### src/rtl/prime_requester_if.sv
// Handshake bundle between prime_requester, the prime generator and the downstream consumer.
// master = requester side, slave = environment (generator + consumer + controller).
interface prime_requester_if #(
    parameter int WIDTH_LOG = 4,
    parameter int CNT_W     = 8
);
    localparam int WIDTH = 1 << WIDTH_LOG;

    logic             start;
    logic [CNT_W-1:0] count;
    logic             pg_go;
    logic             pg_ready;
    logic             pg_error;
    logic [WIDTH-1:0] pg_res;
    logic             out_valid;
    logic             out_ready;
    logic [WIDTH-1:0] out_data;
    logic             busy;
    logic             done;
    logic             err;
    logic             err_timeout;

    modport master (
        input  start, count, pg_ready, pg_error, pg_res, out_ready,
        output pg_go, out_valid, out_data, busy, done, err, err_timeout
    );

    modport slave (
        output start, count, pg_ready, pg_error, pg_res, out_ready,
        input  pg_go, out_valid, out_data, busy, done, err, err_timeout
    );
endinterface

### src/rtl/prime_requester.sv
// Fetches N consecutive primes from the go/ready prime generator into a small FIFO.
// Optional watchdog on the generator handshake: define PRIMEREQ_TIMEOUT_EN.
module prime_requester #(
    parameter int WIDTH_LOG      = 4,
    parameter int FIFO_DEPTH_LOG = 2,
    parameter int CNT_W          = 8,
    parameter int TIMEOUT        = 1024
) (
    input  logic clk,
    input  logic rst,
    prime_requester_if.master bus
);
    localparam int WIDTH = 1 << WIDTH_LOG;
    localparam int DEPTH = 1 << FIFO_DEPTH_LOG;
    localparam int A     = FIFO_DEPTH_LOG;

    typedef enum logic [2:0] {
        S_IDLE,
        S_ISSUE,
        S_WAIT_LOW,
        S_WAIT_HIGH,
        S_FINISH,
        S_FAIL
    } state_t;

    state_t           r_state;
    logic [CNT_W-1:0] r_remaining;
    logic             r_pg_go;
    logic             r_busy;
    logic             r_done;
    logic             r_err;

    logic [WIDTH-1:0] r_mem [DEPTH];
    logic [A:0]       r_wr_ptr;
    logic [A:0]       r_rd_ptr;
    logic             r_out_valid;
    logic [WIDTH-1:0] r_out_data;

    logic             w_full;
    logic             w_push;
    logic             w_pop;
    logic [A:0]       w_wr_next;
    logic [A:0]       w_rd_next;

`ifdef PRIMEREQ_TIMEOUT_EN
    localparam int WD_W = $clog2(TIMEOUT + 1);
    logic [WD_W-1:0] r_wdog;
    logic            r_err_timeout;
    logic            w_wd_expire;

    assign w_wd_expire     = (r_wdog == WD_W'(TIMEOUT - 1));
    assign bus.err_timeout = r_err_timeout;
`else
    assign bus.err_timeout = 1'b0;
`endif

    always_comb begin
        w_full    = (r_wr_ptr[A] != r_rd_ptr[A]) && (r_wr_ptr[A-1:0] == r_rd_ptr[A-1:0]);
        w_push    = (r_state == S_WAIT_HIGH) && bus.pg_ready && !bus.pg_error;
        w_pop     = r_out_valid && bus.out_ready;
        w_wr_next = r_wr_ptr + {{A{1'b0}}, w_push};
        w_rd_next = r_rd_ptr + {{A{1'b0}}, w_pop};
    end

    always_ff @(posedge clk) begin
        if (w_push) begin
            r_mem[r_wr_ptr[A-1:0]] <= bus.pg_res;
        end
    end

    // out_data is registered: load the post-update head, forwarding the pushed
    // word when the head slot is the one being written this cycle.
    always_ff @(posedge clk) begin
        if (rst) begin
            r_wr_ptr    <= '0;
            r_rd_ptr    <= '0;
            r_out_valid <= 1'b0;
            r_out_data  <= '0;
        end else begin
            r_wr_ptr    <= w_wr_next;
            r_rd_ptr    <= w_rd_next;
            r_out_valid <= (w_wr_next != w_rd_next);
            if (w_wr_next != w_rd_next) begin
                r_out_data <= (w_push && (w_rd_next == r_wr_ptr)) ? bus.pg_res
                                                                  : r_mem[w_rd_next[A-1:0]];
            end
        end
    end

    always_ff @(posedge clk) begin
        if (rst) begin
            r_state       <= S_IDLE;
            r_remaining   <= '0;
            r_pg_go       <= 1'b0;
            r_busy        <= 1'b0;
            r_done        <= 1'b0;
            r_err         <= 1'b0;
`ifdef PRIMEREQ_TIMEOUT_EN
            r_wdog        <= '0;
            r_err_timeout <= 1'b0;
`endif
        end else begin
            r_pg_go <= 1'b0;
            r_done  <= 1'b0;
            case (r_state)
                S_IDLE: begin
                    if (bus.start) begin
                        if (bus.count != '0) begin
                            r_remaining   <= bus.count;
                            r_busy        <= 1'b1;
                            r_err         <= 1'b0;
`ifdef PRIMEREQ_TIMEOUT_EN
                            r_err_timeout <= 1'b0;
`endif
                            r_state       <= S_ISSUE;
                        end else begin
                            r_done <= 1'b1;
                        end
                    end
                end
                S_ISSUE: begin
                    if (!w_full && bus.pg_ready) begin
                        r_pg_go <= 1'b1;
                        r_state <= S_WAIT_LOW;
`ifdef PRIMEREQ_TIMEOUT_EN
                        r_wdog  <= '0;
`endif
                    end
                end
                S_WAIT_LOW: begin
`ifdef PRIMEREQ_TIMEOUT_EN
                    r_wdog <= r_wdog + WD_W'(1);
`endif
                    if (!bus.pg_ready) begin
                        r_state <= S_WAIT_HIGH;
                    end
`ifdef PRIMEREQ_TIMEOUT_EN
                    else if (w_wd_expire) begin
                        r_err         <= 1'b1;
                        r_err_timeout <= 1'b1;
                        r_state       <= S_FAIL;
                    end
`endif
                end
                S_WAIT_HIGH: begin
`ifdef PRIMEREQ_TIMEOUT_EN
                    r_wdog <= r_wdog + WD_W'(1);
`endif
                    if (bus.pg_ready) begin
                        if (bus.pg_error) begin
                            r_state <= S_FAIL;
                        end else begin
                            r_remaining <= r_remaining - CNT_W'(1);
                            if (r_remaining == CNT_W'(1)) begin
                                r_done  <= 1'b1;
                                r_state <= S_FINISH;
                            end else begin
                                r_state <= S_ISSUE;
                            end
                        end
                    end
`ifdef PRIMEREQ_TIMEOUT_EN
                    else if (w_wd_expire) begin
                        r_err         <= 1'b1;
                        r_err_timeout <= 1'b1;
                        r_state       <= S_FAIL;
                    end
`endif
                end
                S_FINISH: begin
                    r_busy  <= 1'b0;
                    r_state <= S_IDLE;
                end
                S_FAIL: begin
                    r_err   <= 1'b1;
                    r_busy  <= 1'b0;
                    r_state <= S_IDLE;
                end
                default: begin
                    r_state <= S_IDLE;
                end
            endcase
        end
    end

    assign bus.pg_go     = r_pg_go;
    assign bus.busy      = r_busy;
    assign bus.done      = r_done;
    assign bus.err       = r_err;
    assign bus.out_valid = r_out_valid;
    assign bus.out_data  = r_out_data;
endmodule

### src/flat_wrapper.sv
// flat-port wrapper written by rule: the top's interface ports become plain ports
module prime_requester_flat 
#(
    parameter int WIDTH_LOG      = 4,
    parameter int FIFO_DEPTH_LOG = 2,
    parameter int CNT_W          = 8,
    parameter int TIMEOUT        = 1024
)
  (clk, rst, bus_start, bus_count, bus_pg_ready, bus_pg_error, bus_pg_res, bus_out_ready, bus_pg_go, bus_out_valid, bus_out_data, bus_busy, bus_done, bus_err, bus_err_timeout);
  prime_requester_if #(.WIDTH_LOG(WIDTH_LOG), .CNT_W(CNT_W)) bus_i ();
  input  logic clk;
  input  logic rst;
  input wire logic [$bits(bus_i.start)-1:0] bus_start;
  input wire logic [$bits(bus_i.count)-1:0] bus_count;
  input wire logic [$bits(bus_i.pg_ready)-1:0] bus_pg_ready;
  input wire logic [$bits(bus_i.pg_error)-1:0] bus_pg_error;
  input wire logic [$bits(bus_i.pg_res)-1:0] bus_pg_res;
  input wire logic [$bits(bus_i.out_ready)-1:0] bus_out_ready;
  output wire logic [$bits(bus_i.pg_go)-1:0] bus_pg_go;
  output wire logic [$bits(bus_i.out_valid)-1:0] bus_out_valid;
  output wire logic [$bits(bus_i.out_data)-1:0] bus_out_data;
  output wire logic [$bits(bus_i.busy)-1:0] bus_busy;
  output wire logic [$bits(bus_i.done)-1:0] bus_done;
  output wire logic [$bits(bus_i.err)-1:0] bus_err;
  output wire logic [$bits(bus_i.err_timeout)-1:0] bus_err_timeout;
  assign bus_i.start = bus_start;
  assign bus_i.count = bus_count;
  assign bus_i.pg_ready = bus_pg_ready;
  assign bus_i.pg_error = bus_pg_error;
  assign bus_i.pg_res = bus_pg_res;
  assign bus_i.out_ready = bus_out_ready;
  assign bus_pg_go = bus_i.pg_go;
  assign bus_out_valid = bus_i.out_valid;
  assign bus_out_data = bus_i.out_data;
  assign bus_busy = bus_i.busy;
  assign bus_done = bus_i.done;
  assign bus_err = bus_i.err;
  assign bus_err_timeout = bus_i.err_timeout;
  prime_requester #(.WIDTH_LOG(WIDTH_LOG), .FIFO_DEPTH_LOG(FIFO_DEPTH_LOG), .CNT_W(CNT_W), .TIMEOUT(TIMEOUT)) u_core (.clk(clk), .rst(rst), .bus(bus_i));
endmodule
### config.mk
export PLATFORM = sky130hd
export DESIGN_NAME = prime_requester_flat
export DESIGN_NICKNAME = d
export VERILOG_FILES = /design/src/rtl/prime_requester_if.sv /design/src/rtl/prime_requester.sv /design/src/flat_wrapper.sv
export SDC_FILE = /design/constraint.sdc
export NUM_CORES = 1
export LEC_CHECK = 0
export BUFFER_PORTS_ARGS = -buffer_cell sky130_fd_sc_hd__buf_2
export CORE_MARGIN = 5
export CORE_UTILIZATION = 25
export CTS_BUF_LIST = sky130_fd_sc_hd__clkbuf_8 sky130_fd_sc_hd__clkbuf_16
export CTS_CLUSTER_SIZE = 16
export DETAILED_ROUTE_END_ITERATION = 10
export GPL_TIMING_DRIVEN = 0
export SLEW_MARGIN = 20
export SYNTH_ARGS = -nofsm -noshare
export SYNTH_HDL_FRONTEND = slang
export SYNTH_SLANG_ARGS = --single-unit
### constraint.sdc
create_clock -name clk -period 9.79 [get_ports clk]
set_input_delay 2.4475 -clock clk [delete_from_list [all_inputs] [get_ports clk]]
set_output_delay 2.4475 -clock clk [all_outputs]
set_load 0.02 [all_outputs]
==> impl_results.md <==
* M2 GR Usage at 18.4%
* Worst setup path startpoint: bus_pg_ready
* Max Slew Vio Count at 0
* Final period utilization at 55.4%
* XOR/XNOR Fraction of Synth Area at 2.59%
* Final setup fails at 0
* Slew headroom at 36.6%
* Flops & latches, synth at 102
* Peak supply drop at 82.1 uV
* GRT busiest layer: met2
* GR Layer Usage met3 at 3.39%
* Filler cell count at 1850
* IO Count at 52
* Fin Setup TNS at 0 ns
* Tmin final at 5.42 ns
* Worst r2r src: u_core.r_state[1]
* Via count at 3458
* Dominant synthesized flop cell: edfxtp_1
* Largest family of logic cells by synthesized area: compound AO/OA/AOI/OAI gates
* Async SR Flop Fraction at 0%
* Core Box Area at 0.0186 mm2
* Yosys cell types at 58
* HP Class: reg -> reg
* First-pass GRT wire length at 19.3 mm
* Post-CTS Setup Inserts at 0
* Util after Layout at 30.2%
* DRC at 0
* Synthesis warning total at 0
* Clk_lat worst skew at 0.35 ns
* Hold-fix buffers at CTS at 0
* Final wirelength at 12.3 mm
* CTS root buffer: clkbuf_16
* Inserted Diodes at 0
* Reported max-cap violation count at 0
* Multi-input gate area at 0.00183 mm2
* Largest net degree at the start of global routing at 18
* Initial DRC Count at 431
* Number of CTS-inserted buffers at 9
* Outcome: finished clean
* F_max at 0.184 GHz
* Unrepaired setup endpoints after global routing: no
* Register area at 0.00268 mm2
* Synth Area in Adders at 1.60%
* Met1 GRT Util at 15.0%
* Synth top area cells: edfxtp_1 (41%), dfxtp_1 (16%), mux4_2 (7.7%)
* Compound-gate portion of the synthesized area at 13.9%
* DRT Pass-1 Iters at 5
* Die width at 147 um
* Critical path class: in -> reg
* Avg Cell Area, Syn at 12.7 um2
* Setup crit start kind: primary input
* Dominant cell type by area after synthesis: edfxtp_1
* Nets@finish at 470
* Mapped Cells at 369
* H-tree levels at 3
* Initial antenna violation count at 0
* Req. time, crit path at 10.02 ns
* Port-buffer cells at 50
* Wire length per cell at 18.3 um
* Critical Path Fanout Max at 10
* CP arrival at 5.65 ns
* Vias/cell at 5.14
* Share of layout cells above drive strength 1 at 25.3%
* Post-synth net total at 405
* Die ar. at 0.0216 mm2
* Longest Clk Path Bufs at 2
* Synth Area in Simple Gates at 12.8%
* CP endpoint kind: register
* PD cells at 197 mW/mm2
* GR Util All Layers at 11.5%
* Area share of the largest cell type after synthesis at 41.0%
* Vias in the first global route at 3509
* Final RePlAce weighted congestion at 0.866
* Worst Hold Launch: u_core.r_remaining[7]
* Synth Cell Area at 0.00469 mm2
* Post-DP HPWL at 8.77 mm
* Sequential element share of the synthesized area at 57.2%
* Area growth from synthesis to layout at 19.6%
* Worst-path clk slew at 0.07 ns
* Mux cell area share after synthesis at 7.90%
* Clock Sinks at 102
* Leak Pwr at 2.05 nW
* TritonCTS clock tree: yes
* Site Rows at 50
* Die Ht at 147 um
* Final hold violation count at 0
* GR Overflow Total at 0
* Post-synth EDFFs at 64
* Clock Skews at 0.00776 ns
* Slew @ Worst Pin at 0.951 ns
* Detail Route Antenna Nets at 0
* # resized after CTS at 0
* Initial Utilization at 25.2%
cell usage in the layout, fill, tap and decap left out, types with 14 or more instances in the layout:
cell,Yosys,layout
a21oi_1,24,24
buf_2,6,56
clkbuf_1,14,14
dfxtp_1,38,38
edfxtp_1,64,64
mux4_2,16,16
nand2_1,15,15
nand4_1,17,17
o21ai_0,15,15
o31ai_1,17,17
report_power, final:
part / internal [W] / switching [W]
sequential: 0.000478 / 0.0000196
clock: 0.000226 / 0.000159
combinational: 0.0000857 / 0.000133
critical path, stage by stage:
cell and delay [ns]:
buf_2 0.12, nor2b_1 0.23, clkbuf_1 0.41, nand2_2 0.26
inv_1 0.26, buf_4 0.23, ha_1 0.16, ha_1 0.25
xor2_1 0.16, or2_2 0.29, clkbuf_1 0.18, clkbuf_1 0.28
o31ai_1 0.30, a21oi_1 0.07
flip-flops by register name, indices dropped and copies added, names as in the netlist:
name	flops
u_core.bus.pg_go	1
u_core.r_rd_ptr	3
u_core.bus.busy	1
u_core.bus.out_valid	1
u_core.bus.out_data	16
u_core.r_wr_ptr	3
u_core.r_state	3
u_core.r_remaining	8
u_core.bus.done	1
u_core.bus.err	1
u_core.r_mem	64
final cells by class:
class	instances	share of cell area, %
clock inverter	7	1.74
clock buffer	9	4.02
buffer	29	2.77
multi-input combinational	230	32.6
sequential	102	47.9
tap	234	5.22
inverter	8	0.536
timing repair buffer	54	5.20
path summary, 6_finish.rpt:
path | endpoint | slack [ns] | cells after the start
worst min-delay path | u_core.r_remaining[7] | 0.48 | 2
worst min register to register | u_core.r_remaining[7] | 0.48 | 2
worst max-delay path | u_core.bus.out_data[8] | 4.37 | 14
worst max register to register | u_core.bus.out_data[0] | 6.29 | 13
metrics by stage:
stage	setup WS, ns	power, W	area (um2)	instances	hold slack, ns
floorplan	4.99	0.000657	4690	369	0.439
global placement	3.82	0.000713	5230	653	0.464
detailed placement	4.04	0.000724	5280	657	0.471
CTS	4.44	0.00111	5600	673	0.480
global route	4.10	0.00115	5600	673	0.514
finish	4.37	0.00110	5600	673	0.484
logic make-up after synthesis:
logic type               count (synthesis)
adder cells (fa/ha/maj)                  6
multiplexers                            17
buffers and inverters                   37
flip-flops                             102
AND/OR/NAND/NOR                         98
XOR/XNOR                                13
other                                    1
AO/OA/AOI/OAI                           95
Yosys cell counts (9+ instances only):
| cell | instances |
|---|---|
| o31ai_1 | 17 |
| and3_1 | 12 |
| nor4b_1 | 9 |
| a32oi_1 | 9 |
| nor2_1 | 14 |
| edfxtp_1 | 64 |
| nand4_1 | 17 |
| clkbuf_1 | 14 |
| o21ai_0 | 15 |
| a31oi_1 | 9 |
| a21oi_1 | 24 |
| nand2_1 | 15 |
| mux4_2 | 16 |
| dfxtp_1 | 38 |
layer usage:
metal  part of all wire [%]  wire, um
met3                    7.5       918
met5                      0         0
met4                    1.5       187
met1                     43      5240
met2                     48      5960
(Power assumes the default switching activity.)
